===== config.mk =====
export PLATFORM = sky130hd
export DESIGN_NAME = grayscale_pack_stream
export DESIGN_NICKNAME = d
export VERILOG_FILES = /design/src/rtl/grayscale_pack_pkg.sv /design/src/rtl/grayscale_pack_fifo.sv /design/src/rtl/grayscale_pack_stream.sv
export SDC_FILE = /design/constraint.sdc
export NUM_CORES = 1
export LEC_CHECK = 0
export ABC_AREA = 1
export BUFFER_PORTS_ARGS = -buffer_cell sky130_fd_sc_hd__buf_4
export CAP_MARGIN = 0
export CORE_MARGIN = 2
export CORE_UTILIZATION = 45
export DETAILED_ROUTE_END_ITERATION = 16
export SETUP_SLACK_MARGIN = 0.02
export SLEW_MARGIN = 40
export SYNTH_ARGS = -nofsm -noshare
export SYNTH_HDL_FRONTEND = slang
export SYNTH_SLANG_ARGS = --single-unit

===== constraint.sdc =====
create_clock -name clock -period 3.5 [get_ports clock]
set_input_delay 0.35 -clock clock [delete_from_list [all_inputs] [get_ports clock]]
set_output_delay 0.35 -clock clock [all_outputs]
set_load 0.005 [all_outputs]

===== src/rtl/grayscale_pack_pkg.sv =====
// Shared constants and types for the RGB565-to-grayscale packing stream.
// Optional feature macro: GRAYSCALE_PACK_OVF_COUNT_EN (see grayscale_pack_stream).
package grayscale_pack_pkg;

  // Luminance coefficients; they sum to 256 so (sum >> 8) never exceeds 255.
  localparam int COEF_R = 54;
  localparam int COEF_G = 183;
  localparam int COEF_B = 19;

  localparam int PIXEL_W        = 16;
  localparam int GRAY_W         = 8;
  localparam int WORD_W         = 32;
  localparam int BYTES_PER_WORD = 4;

  // One FIFO entry: line-end marker plus four packed gray bytes.
  typedef struct packed {
    logic              last;
    logic [WORD_W-1:0] data;
  } fifo_entry_t;

  // Byte lane that the next gray byte will be written into.
  typedef enum logic [1:0] {
    BYTE0 = 2'd0,
    BYTE1 = 2'd1,
    BYTE2 = 2'd2,
    BYTE3 = 2'd3
  } pack_state_t;

  // Widen a 5-bit channel to 8 bits by replicating its top bits.
  function automatic logic [7:0] expand5(input logic [4:0] c);
    return {c, c[4:2]};
  endfunction

  // Widen a 6-bit channel to 8 bits by replicating its top bits.
  function automatic logic [7:0] expand6(input logic [5:0] c);
    return {c, c[5:4]};
  endfunction

endpackage


===== src/rtl/grayscale_pack_fifo.sv =====
// Synchronous FIFO of packed gray words. The head entry is read straight from
// registered storage, so nothing on the read side depends on pop combinationally.
// A push into a full FIFO is accepted only when a pop happens in the same cycle.
module grayscale_pack_fifo
  import grayscale_pack_pkg::*;
#(
  parameter int DEPTH_LOG2 = 3
) (
  input  logic                clock,
  input  logic                reset,
  input  logic                push,
  input  fifo_entry_t         push_entry,
  input  logic                pop,
  output fifo_entry_t         head,
  output logic                full,
  output logic                empty,
  output logic [DEPTH_LOG2:0] level
);

  localparam int                  DEPTH     = 1 << DEPTH_LOG2;
  localparam logic [DEPTH_LOG2:0] LEVEL_ONE = 1;
  localparam logic [DEPTH_LOG2:0] LEVEL_MAX = DEPTH;
  localparam logic [DEPTH_LOG2-1:0] PTR_ONE = 1;

  fifo_entry_t           mem [DEPTH];
  logic [DEPTH_LOG2-1:0] wr_ptr;
  logic [DEPTH_LOG2-1:0] rd_ptr;
  logic [DEPTH_LOG2:0]   count;
  logic                  push_ok;
  logic                  pop_ok;

  assign full    = (count == LEVEL_MAX);
  assign empty   = (count == '0);
  assign level   = count;
  assign head    = mem[rd_ptr];
  assign pop_ok  = pop && !empty;
  assign push_ok = push && (!full || pop_ok);

  // Storage write. NOTE: the array is deliberately left out of reset; the
  // pointers and count define which entries are meaningful.
  always_ff @(posedge clock) begin
    if (push_ok) begin
      mem[wr_ptr] <= push_entry;
    end
  end

  // Pointer and occupancy bookkeeping.
  always_ff @(posedge clock) begin
    if (reset) begin
      wr_ptr <= '0;
      rd_ptr <= '0;
      count  <= '0;
    end else begin
      if (push_ok) wr_ptr <= wr_ptr + PTR_ONE;
      if (pop_ok)  rd_ptr <= rd_ptr + PTR_ONE;
      case ({push_ok, pop_ok})
        2'b10:   count <= count + LEVEL_ONE;
        2'b01:   count <= count - LEVEL_ONE;
        default: count <= count;
      endcase
    end
  end

endmodule


===== src/rtl/grayscale_pack_stream.sv =====
// RGB565 pixels -> 8-bit luminance -> four bytes per 32-bit word -> FIFO.
// Two register stages compute the gray byte; the packer fills byte lanes and
// pushes on lane 3 or at end of line. The camera cannot be stalled, so a word
// that meets a full FIFO is dropped and the sticky overflow flag is raised.
// Define GRAYSCALE_PACK_OVF_COUNT_EN to add a saturating 16-bit drop counter.
module grayscale_pack_stream
  import grayscale_pack_pkg::*;
#(
  parameter int FIFO_DEPTH_LOG2 = 3
) (
  input  logic                     clock,
  input  logic                     reset,
  input  logic                     s_pixel_valid,
  input  logic [PIXEL_W-1:0]       s_pixel_data,
  input  logic                     s_end_of_line,
  output logic                     m_word_valid,
  output logic [WORD_W-1:0]        m_word_data,
  output logic                     m_word_last,
  input  logic                     m_word_ready,
  output logic [FIFO_DEPTH_LOG2:0] fifo_level,
`ifdef GRAYSCALE_PACK_OVF_COUNT_EN
  output logic [15:0]              overflow_count,
`endif
  output logic                     overflow
);

  // Stage 1: weighted channel products.
  logic        s1_valid;
  logic        s1_eol;
  logic [15:0] s1_prod_r;
  logic [15:0] s1_prod_g;
  logic [15:0] s1_prod_b;

  // Stage 2: gray byte.
  logic              s2_valid;
  logic              s2_eol;
  logic [GRAY_W-1:0] s2_gray;

  // Packer.
  pack_state_t       state;
  pack_state_t       state_next;
  logic [WORD_W-1:0] pack_reg;
  logic [WORD_W-1:0] pack_next;
  logic [WORD_W-1:0] lane_word;
  logic              push;
  fifo_entry_t       push_entry;

  // FIFO side.
  fifo_entry_t head;
  logic        fifo_full;
  logic        fifo_empty;
  logic        pop;
  logic        drop;
  logic [15:0] lum_sum;

  assign lum_sum = s1_prod_r + s1_prod_g + s1_prod_b;

  // Pipeline valid/EOL flags; only these need reset to flush the pipe.
  always_ff @(posedge clock) begin
    if (reset) begin
      s1_valid <= 1'b0;
      s1_eol   <= 1'b0;
      s2_valid <= 1'b0;
      s2_eol   <= 1'b0;
    end else begin
      s1_valid <= s_pixel_valid;
      s1_eol   <= s_pixel_valid && s_end_of_line;
      s2_valid <= s1_valid;
      s2_eol   <= s1_valid && s1_eol;
    end
  end

  // Pipeline datapath; qualified by the valid flags, so no reset needed.
  always_ff @(posedge clock) begin
    s1_prod_r <= 16'(COEF_R) * 16'(expand5(s_pixel_data[15:11]));
    s1_prod_g <= 16'(COEF_G) * 16'(expand6(s_pixel_data[10:5]));
    s1_prod_b <= 16'(COEF_B) * 16'(expand5(s_pixel_data[4:0]));
    s2_gray   <= lum_sum[15:8];
  end

  // Packer next-state: merge the new byte into its lane, push on lane 3 or EOL.
  always_comb begin
    state_next = state;
    pack_next  = pack_reg;
    lane_word  = pack_reg;
    push       = 1'b0;
    push_entry = '0;
    if (s2_valid) begin
      lane_word[{state, 3'b000} +: GRAY_W] = s2_gray;
      if (state == BYTE3 || s2_eol) begin
        // Clearing the pack register keeps upper lanes zero for partial words.
        push            = 1'b1;
        push_entry.data = lane_word;
        push_entry.last = s2_eol;
        pack_next       = '0;
        state_next      = BYTE0;
      end else begin
        pack_next = lane_word;
        case (state)
          BYTE0:   state_next = BYTE1;
          BYTE1:   state_next = BYTE2;
          default: state_next = BYTE3;
        endcase
      end
    end
  end

  // Packer state and partial-word register.
  always_ff @(posedge clock) begin
    if (reset) begin
      state    <= BYTE0;
      pack_reg <= '0;
    end else begin
      state    <= state_next;
      pack_reg <= pack_next;
    end
  end

  assign pop  = m_word_valid && m_word_ready;
  assign drop = push && fifo_full && !pop;

  grayscale_pack_fifo #(
    .DEPTH_LOG2 (FIFO_DEPTH_LOG2)
  ) u_fifo (
    .clock      (clock),
    .reset      (reset),
    .push       (push),
    .push_entry (push_entry),
    .pop        (pop),
    .head       (head),
    .full       (fifo_full),
    .empty      (fifo_empty),
    .level      (fifo_level)
  );

  assign m_word_valid = !fifo_empty;
  assign m_word_data  = fifo_empty ? '0 : head.data;
  assign m_word_last  = fifo_empty ? 1'b0 : head.last;

  // Sticky drop flag, cleared only by reset.
  always_ff @(posedge clock) begin
    if (reset) begin
      overflow <= 1'b0;
    end else if (drop) begin
      overflow <= 1'b1;
    end
  end

`ifdef GRAYSCALE_PACK_OVF_COUNT_EN
  // Saturating count of dropped words.
  always_ff @(posedge clock) begin
    if (reset) begin
      overflow_count <= '0;
    end else if (drop && overflow_count != 16'hFFFF) begin
      overflow_count <= overflow_count + 16'd1;
    end
  end
`endif

endmodule


Yosys cells after proc, flatten, opt, wreduce, memory -nomap -nowiden
Memory sizes are Yosys's and may differ from the RTL's. A register that Yosys moved wholly into a read port is not among the register bits.
Index checks and enable logic that the tools add are counted.
{"block": "op_classes", "muxes": 15, "add_sub_neg": 7, "n_reduce_logical": 15, "multipliers": 3, "eq_ne": 5, "n_shift": 2}
{"op": "33-bit two-way mux", "n": 2}
{"op": "32-bit two-way mux", "n": 2}
{"op": "32-bit bitwise mux", "n": 1}
{"op": "8-bit by 7-bit variable shift with 32-bit output (first input constant)", "n": 1}
{"op": "8-bit by 7-bit indexed part select with 32-bit output", "n": 1}
{"op": "5-bit by 8-bit multiplier with 13-bit output (first input constant)", "n": 2}
{"op": "14-bit by 16-bit adder with 16-bit output", "n": 1}
{"op": "16-bit by 13-bit adder with 16-bit output", "n": 1}
{"op": "8-bit by 8-bit multiplier with 16-bit output (first input constant)", "n": 1}
{"op": "4-bit one-hot mux with 2 select lines", "n": 1}
{"op": "1-bit logical AND", "n": 7}
{"op": "5-bit negator with 7-bit output", "n": 1}
{"op": "3-bit by 1-bit adder with 3-bit output (second input constant)", "n": 2}
{"op": "3-bit two-way mux", "n": 2}
{"op": "1-bit two-way mux", "n": 5}
{"op": "4-bit by 1-bit adder with 4-bit output (second input constant)", "n": 1}
{"op": "2-bit by 1-bit == test with 1-bit output (second input constant)", "n": 2}
{"op": "2-bit == test (second input constant)", "n": 2}
{"op": "4-bit == test (second input constant)", "n": 1}
{"op": "4-bit logical NOT", "n": 1}
{"op": "2-bit one-hot mux with 2 select lines", "n": 1}
{"op": "4-bit by 1-bit subtractor with 4-bit output (second input constant)", "n": 1}
{"op": "1-bit logical NOT", "n": 3}
{"op": "2-bit logical NOT", "n": 1}
{"op": "other kinds (3)", "n": 4}
{"block": "word_totals", "elab_cells": 62, "n_memories": 1, "reg_bits": 99, "mem_bits_rw": 264}
{"memory": "u_fifo.mem", "depth": 8, "word_bits": 33, "rd": 1, "rd_clocked_by_memory_dff": 1, "write_ports": 1, "line_no": "grayscale_pack_fifo.sv:25", "text": "fifo_entry_t mem [DEPTH];"}

Longest topological paths before layout
Gate-level depths: netlist of run 1.
{"block": "depth", "ltp_word": 8, "ltp_mapped": 15}

By module
Synthesis of run 1 repeated with hierarchy kept, for this count alone.
{"block": "unflattened", "hier_cells": 1829, "area_unflattened_um2": 18522.8}
{"mod": "grayscale_pack_fifo", "area_per_inst_um2": 10948.0, "cells_per_inst": 769, "instances": 1}
{"mod": "grayscale_pack_stream", "area_per_inst_um2": 7574.8, "cells_per_inst": 1060, "instances": 1}

Least setup slack after synthesis of run 1
No wires, ideal clock.
{"block": "synth_path", "kind": "in2reg", "from": "input s_pixel_data[8]", "to": "register s1_prod_g[14]", "path_slack_ns": -0.013, "t_required_ns": 3.387, "cell_stages": 15, "t_arrival_ns": 3.401, "cell_sequence": "fa_1 -> inv_1 -> fa_1 -> inv_1 -> fa_1 -> inv_1 -> fa_1 -> inv_1 -> ha_1 -> a21oi_1 -> nor2_1 -> o21ai_0 -> nand3_1 -> nand2_1 -> nand2_1"}
{"block": "synth_via", "elab_chain_len": 1}
{"element": "from (decl)", "line_no": "grayscale_pack_stream.sv:14", "text": "input logic [PIXEL_W-1:0] s_pixel_data,"}
{"element": "8-bit by 8-bit multiplier with 16-bit output", "line_no": "grayscale_pack_stream.sv:76", "text": "s1_prod_g <= 16'(COEF_G) * 16'(expand6(s_pixel_data[10:5]));"}
{"element": "to (signal assigned)", "line_no": "grayscale_pack_stream.sv:76"}
{"element": "to (decl)", "line_no": "grayscale_pack_stream.sv:31", "text": "logic [15:0] s1_prod_g;"}
No other way between the ends.
A chain may end at the register's enable or synchronous reset.

Final worst setup path of run 1
{"block": "layout_path", "from": "input s_pixel_data[8]", "to": "register s1_prod_g[13]"}
The elaborated chain is that of the path after synthesis.

==> results.txt, run 1 <==
The flow ran to the end, and the final reports show no timing, DRC or antenna violations. TritonCTS created 41 clock buffers. The number of antenna diodes in the final layout is 0.

The critical path is of the primary input to register type. The DRC marker count from the first detailed-route iteration came out at 809. The worst slew slack as a fraction of its limit is 48.5%. For the post-route cell area, the log shows 20,700 µm². IR analysis of the VDD net gives a maximum drop of 0.449 mV.

During synthesis, Yosys emitted a total of 0 warnings. The number of library cell types mapped by synthesis was 30. The via total after detailed routing is 12,900.

The most used flip-flop cell after synthesis is edfxtp_1. For the hold violation total from the final report, the log shows 0. The register with the most flip-flops in the layout has 264 of them.

In this run the critical register-to-register path is launched from s2_valid. The tools report the total of fill cells in the finished design as 3,684. Summed over all instances, the cell type with the most area after synthesis is edfxtp_1. After floorplanning, the core was sized to cover 39,800 µm². The final clock skew was 0.0166 ns; the number of buffer cells added on primary ports was 59.

The run gives 0 as the post-route antenna net violation count. The final critical path time including I/O delays and setup came out at 3.17 ns. After synthesis, the most frequently instantiated cells are nor2_1, nand2_1, edfxtp_1.

The floorplan has 73 rows. Across all hold checks on the routed design, the worst slack comes to 0.0519 ns. For the total count of max-transition violations in the final report, the log shows 0.

In this run the vertical extent of the chip is 205 µm. Number of clock sinks seen by CTS: 366. The tools report the category of the worst setup path capture point as a register. For the pin with the worst max-slew slack, the measured transition is 0.773 ns. In this run the critical register-to-register path is captured at u_fifo.mem[6][28].

The maximum level of the CTS H-tree was 2. The worst register-to-register path has a setup slack of 1.05 ns. The number of nets at the end of the flow came out at 2,140.

After routing, the total negative slack on setup checks comes to 0 ns. Setup violations remaining at the end of the flow were counted as 0. The cell sitting at the root of the clock tree is a clkbuf_16. Derived from the worst setup path, the maximum achievable clock frequency is 315 MHz. The worst hold-check path type is primary input to register. The share of Yosys cell area claimed by the top area cell type is 43.5%. The run gives 7 as the number of detailed-routing iterations run before antenna repair.

Yosys mapped a number of flops with a built-in enable equal to 264. The fraction of synthesis flops using an asynchronous set or reset pin is 0%, and the clock latency reported for the late side of the worst-skew pair is 0.54 ns. Routability congestion estimate: 0.907. The area of the die was 42,100 µm²; the number of antenna violations at the first check in global routing was 0. The largest fanout on the critical path works out to 4. Entering global routing, the biggest net connects 75 pins. The initial cell density of the core was 45.7%; the overall track demand over capacity in global routing was 20.2%. TritonCTS built the clock tree.

For the clock tree buffer depth, the log shows 3. For the arrival time reported for the critical path endpoint, the log shows 3.59 ns. The run gives 12,600 as the number of global-route vias before repair.

Setup repair after global routing left no endpoint under its margin. The logs give 0 for the leftover overflow at the end of global routing and 41,600 µm for the wire length after detailed routing. The run gives 66,300 µm as the global-route wire length before repair. The fraction of final layout cells sized beyond drive strength 1 is 9.02%. The power per cell area works out to 751 nW/µm². The slowest stage of the critical path is the fa_1 cell.

The post-placement setup slack came out at -0.212 ns. For hold timing, the worst endpoint is s1_eol. In this design, the stage delay of the slowest critical-path cell is 0.52 ns. The via-per-instance ratio was 5.12. Counting flops and latches in the post-synthesis netlist gives 366. The worst hold path passes through 3 cells. The tools report the detailed-route DRC error count as 0.

Relative to the synthesized area, the layout overhead comes to 13.9%. In the post-synthesis netlist, the cell with the most instances is nor2_1. I/O pin total: 60. The worst setup path is launched from a primary input. In this run the cell area measured after placement is 19,500 µm². After layout, the design draws a total of 15.6 mW.

Slack of the critical path: 0.329 ns. For the worst setup path, the data required time is 3.92 ns. The detailed-placement wirelength estimate is 27,500 µm, and the leakage power figure is 8.25 nW.

The tool flagged a number of max-cap violations equal to 0. Of the synthesized area, sequential elements account for 54.8%. The tools report the combined area of all synthesized cells as 18,200 µm². The path depth of the worst reg2reg path was 7. Share of the clock period used by the worst path after layout: 90.6%. The average instance in the mapped netlist occupies 9.69 µm². Clock-pin slew was measured on the worst setup and hold paths at 0.05 ns. The signal on the critical path passes through buf_4 -> fa_1 -> inv_1 -> fa_1 -> inv_1 -> fa_1 -> inv_1 -> fa_1 -> inv_1 -> ha_1 -> nand2_1 -> o21ai_0 -> nand2_1 -> nand4_1 -> nand2_1. Synthesis produced a netlist with a net count of 2,053. The number of cells produced by synthesis is 1,879.

From left edge to right edge, the die measures 205 µm. Sorting the synthesized cells by area gives the leading types as edfxtp_1, dfxtp_1, ha_1. The startpoint identified for the worst hold timing path is s_end_of_line. The number of gates resized after CTS was 0. The average wire per standard cell is 16.5 µm.
logic make-up after synthesis:
family                   after synthesis  synth area share (%)
adder cells (fa/ha/maj)              153                  12.4
AO/OA/AOI/OAI                        336                  10.0
AND/OR/NAND/NOR                      707                  15.2
flip-flops                           366                  54.8
buffers and inverters                291                  6.37
XOR/XNOR                              26                  1.25
critical path: cells and delay by family:
kind	cells	cell delay [ns]
adder cells (fa/ha/maj)	5	2.29
AND/OR/NAND/NOR	4	0.37
buffers and inverters	5	0.31
AO/OA/AOI/OAI	1	0.26
worst max path at each step:
stage | cells after the start | end | startpoint
2_1_floorplan | 13 | s1_prod_g[9] | s_pixel_data[8]
3_3_place_gp | 15 | s1_prod_g[13] | s_pixel_data[8]
3_5_place_dp | 15 | s1_prod_g[13] | s_pixel_data[8]
4_1_cts | 15 | s1_prod_g[13] | s_pixel_data[8]
5_1_grt | 15 | s1_prod_g[13] | s_pixel_data[8]
6_report | 15 | s1_prod_g[13] | s_pixel_data[8]
layout by cell type (no fill, tap or decap), drive strengths merged, types with 3 or more instances in the layout:
cell / Yosys / layout
inv: 222 / 222
nor2: 333 / 333
clkbuf: 37 / 58
xor2: 23 / 23
fa: 46 / 46
dfxtp: 102 / 102
a21oi: 74 / 74
o21bai: 5 / 5
edfxtp: 264 / 264
xnor2: 3 / 3
ha: 107 / 107
nand4: 11 / 11
nand3: 53 / 53
clkinv: 0 / 12
o21ai: 188 / 188
o22ai: 34 / 34
buf: 32 / 111
nor3: 4 / 4
nand2: 303 / 303
o211ai: 33 / 33
layer usage:
metal  vias up  track usage [%]  wire [µm]
li1       6432                -          -
met1      6171             25.3      18200
met2       242             36.7      21100
met3        54             2.62       1600
met4         0             4.98        738
met5         -                0          0
where the power goes:
group | total [mW] | leakage (nW) | switching [mW] | internal [mW]
clock network | 4.00 | 0.610 | 1.65 | 2.35
registers | 5.25 | 3.10 | 0.339 | 4.91
logic | 6.32 | 4.53 | 3.89 | 2.43
total | 15.6 | 8.25 | 5.88 | 9.69
timing repair:
| item | CTS | global route |
|---|---|---|
| setup buffers | 0 | 0 |
| hold buffers | 2 | 0 |
| hold endpoints to repair | 2 | 0 |
| setup endpoints to repair | 0 | 0 |
stage by stage:
step,instances,utilization (%)
floorplan,1879,-
global placement,2446,48.9
detailed placement,2446,48.9
CTS,2520,52.1
global route,2520,52.1
finish,2520,52.1
final cells by class:
type	instances	area, µm²	share of cell area (%)
multi-input cells	1222	7140	34.4
flip-flops and latches	366	9980	48.1
well taps	525	657	3.17
repair buffers	113	878	4.23
clock inverters	14	116	0.561
clock buffers	58	1140	5.50
inverters	222	835	4.02
Power figures use the tool's default switching activity.
==> run 2: changes to the inputs <==
Settings changed: BUFFER_PORTS_ARGS -buffer_cell sky130_fd_sc_hd__buf_4 to -buffer_cell sky130_fd_sc_hd__buf_2.
==> results.txt, run 2 (synthesis results as in run 1) <==
The logs give 5 (-2) for the number of detailed-routing iterations run before antenna repair and 15.4 mW (-1.3%) for the total power. The worst setup path category is primary input to register. The logs give 3,639 (-1.2%) for the total of fill cells in the finished design and 0.397 mV (-12%) for the worst IR drop on VDD. The run gives 33.6% (about the same) as the relative contribution of sequential cells to total power. Category of the worst setup path capture point: a register. The number of nets at the end of the flow was 2,128 (-0.56%); the worst slew slack as a fraction of its limit was 56.8% (+8.4 points). The hold violation total from the final report was 0 (unchanged); the via total after detailed routing was 12,900 (-0.085%). The area of the die is 42,100 µm² (unchanged), and the global-route wire length before repair is 66,400 µm (+0.16%).

The vertical die dimension is 205 µm (unchanged). The logs give 0 (unchanged) for the leftover overflow at the end of global routing and 0.0206 ns (+0.00398 ns) for the final clock skew. The overall track demand over capacity in global routing was 20.2% (+0.027 points). For the count of instances resized after the clock tree is built, the log shows 0 (unchanged).

Leaving out fill and tap cells, the most frequent cell in the layout is nor2_1. The area of the core was 39,800 µm² (unchanged). The logs give 0.54 ns (about the same) for the clock latency reported for the late side of the worst-skew pair and 12,800 (+1.1%) for the number of global-route vias before repair. The placed cell count is 2,435 (-0.45%), and the largest fanout on the critical path is 4 (unchanged). In the layout the commonest cells are nor2_1, nand2_1, edfxtp_1, inv_1, o21ai_0. For the maximum level of the CTS H-tree, the log shows 2 (unchanged). The via-per-instance ratio works out to 5.13 (+0.27%). The share of the clock period used by the worst path after layout is 90.8% (+0.21 points), and the final critical path time including I/O delays and setup is 3.18 ns (+0.00719 ns). The tools report the post-placement setup slack as -0.205 ns (+0.00623 ns). The slew at the pin closest to its max-slew limit was 0.647 ns (-0.126 ns). The switching power as a share of total power is 38.1% (+0.37 points), and the flip-flop count of the largest register after layout is 264 (unchanged). The arrival time reported for the critical path endpoint was 3.61 ns (+0.02 ns); the detailed-route DRC error count was 0 (unchanged). The leakage power figure was 8.20 nW (-0.54%); the wire length after detailed routing was 41,300 µm (-0.57%). The fraction of final layout cells sized beyond drive strength 1 is 9.06% (+0.041 points). The maximum number of pins on one net before global-route repair is 100 (+33%), and the I/O pin total is 60 (unchanged).

The horizontal extent of the die came out at 205 µm (unchanged). The clock slew seen by the registers of the worst setup and hold paths was 0.06 ns (about the same). The non-filler instance count after layout came out at 2,511 (-0.36%). The switching power total came out at 5.87 mW (-0.31%).

The tools report the TritonCTS buffer count as 40 (-2.4%). The logic gate share of total power was 40.0% (-0.6 points); the average wire per standard cell was 16.5 µm (-0.21%). The run gives 0.321 ns (-0.00719 ns) as the slack of the critical path.

STA classifies the critical path startpoint as a primary input. CTS placed an instance of clkbuf_16 at the clock tree root. Highest clock rate: 315 MHz (-0.23%).

The run gives 9.51 mW (-1.9%) as the internal power. The setup-violating endpoint count in the final report is 0 (unchanged), and the number of clock sinks seen by CTS is 366 (unchanged). Number of antenna violations at the first check in global routing: 0 (unchanged).

In this run the worst hold path is classified as primary input to register. The routability congestion estimate was 0.881 (-2.9%). The number of cell rows is 73 (unchanged). The number of buffers added for setup after CTS was 0 (unchanged).

The initial cell density of the core is 45.7% (unchanged), and the number of buffer cells added on primary ports is 59 (unchanged). The DRC marker count from the first detailed-route iteration is 765 (-5.4%), and the count of maximum capacitance violations is 0 (unchanged). For the endpoint required time on the critical path, the log shows 3.93 ns (about the same). Setup repair after global routing left no endpoint under its margin. The total count of max-transition violations in the final report came out at 0 (unchanged). The power share of the clock group is 26.3% (+0.6 points), and the power per cell area is 746 nW/µm² (-0.70%). The area overhead of the layout relative to synthesis was 13.3%. Total of hold buffers inserted after clock tree synthesis: 2 (unchanged).

The run finished with clean final reports. Antenna cell count: 0 (unchanged). TritonCTS built the clock tree. The tools report the detailed-placement wirelength estimate as 26,400 µm (-3.8%).

The run gives 0.99 ns (-0.06 ns) as the worst-case register-to-register setup slack. The clock tree buffer depth is 3 (unchanged). The post-route antenna net violation count was 0 (unchanged).
-- run 2: changes by cell type in the layout (fill, tap and decap cells not counted), moves of 3 or more --
cell | before | now
buf_4 | 109 | 34
buf_2 | 0 | 58
clkbuf_1 | 13 | 4
buf_12 | 2 | 8
clkinv_2 | 5 | 9
clkinv_4 | 0 | 3
-- run 2: final cells by class --
cell class	instances	area [µm²]	share of cell area (%)
clock inverters	24	164	0.795
repair buffers	102	726	3.52
multi-input cells	1222	7140	34.6
flip-flops and latches	366	9980	48.4
inverters	222	836	4.05
clock buffers	50	1120	5.44
well taps	525	657	3.18
-- run 2: final timing paths --
kind | start | end | depth (start not counted)
max | s_pixel_data[8] | s1_prod_g[14] | 16
min | s_end_of_line | s1_eol | 3
max reg2reg | state[0] | u_fifo.mem[7][19] | 6
min reg2reg | s1_prod_g[15] | s2_gray[7] | 3
-- run 2: per-stage QoR --
stage	instance area [µm²]	util, %	hold WS, ns	TNS (ns)
finish	20600	51.8	0.0279	0
floorplan	18200	-	0.378	0
detailed placement	19300	48.5	0.446	-1.26
global route	20600	51.8	0.0402	0
CTS	20600	51.8	0.0168	0
global placement	19300	48.5	0.434	-0.948
-- run 2: critical path, cell delays in order --
cell,delay [ns]
buf_2,0.11
fa_1,0.53
inv_1,0.06
fa_1,0.50
inv_1,0.05
fa_1,0.47
inv_1,0.05
fa_1,0.47
inv_1,0.04
ha_1,0.33
a21oi_2,0.19
nor2_1,0.08
o21ai_1,0.17
nand3_1,0.10
nand2_1,0.07
nand2_1,0.04
-- run 2: power by group through the flow --
stage | Clock [mW] | Combinational [mW] | Sequential (mW)
2_1_floorplan | 0 | 4.50 | 5.15
3_3_place_gp | 0 | 6.12 | 5.27
3_5_place_dp | 0 | 6.19 | 5.27
4_1_cts | 4.13 | 6.21 | 5.18
5_1_grt | 4.33 | 7.11 | 5.21
6_report | 4.05 | 6.16 | 5.17
-- run 2: per-layer routing --
layer | track usage, % | share of wire (%) | vias to the layer above
li1 | - | - | 6415
met1 | 25.2 | 43 | 6129
met2 | 36.1 | 50 | 279
met3 | 2.74 | 3.6 | 65
met4 | 6.40 | 2.6 | 0
met5 | 0 | 0 | -
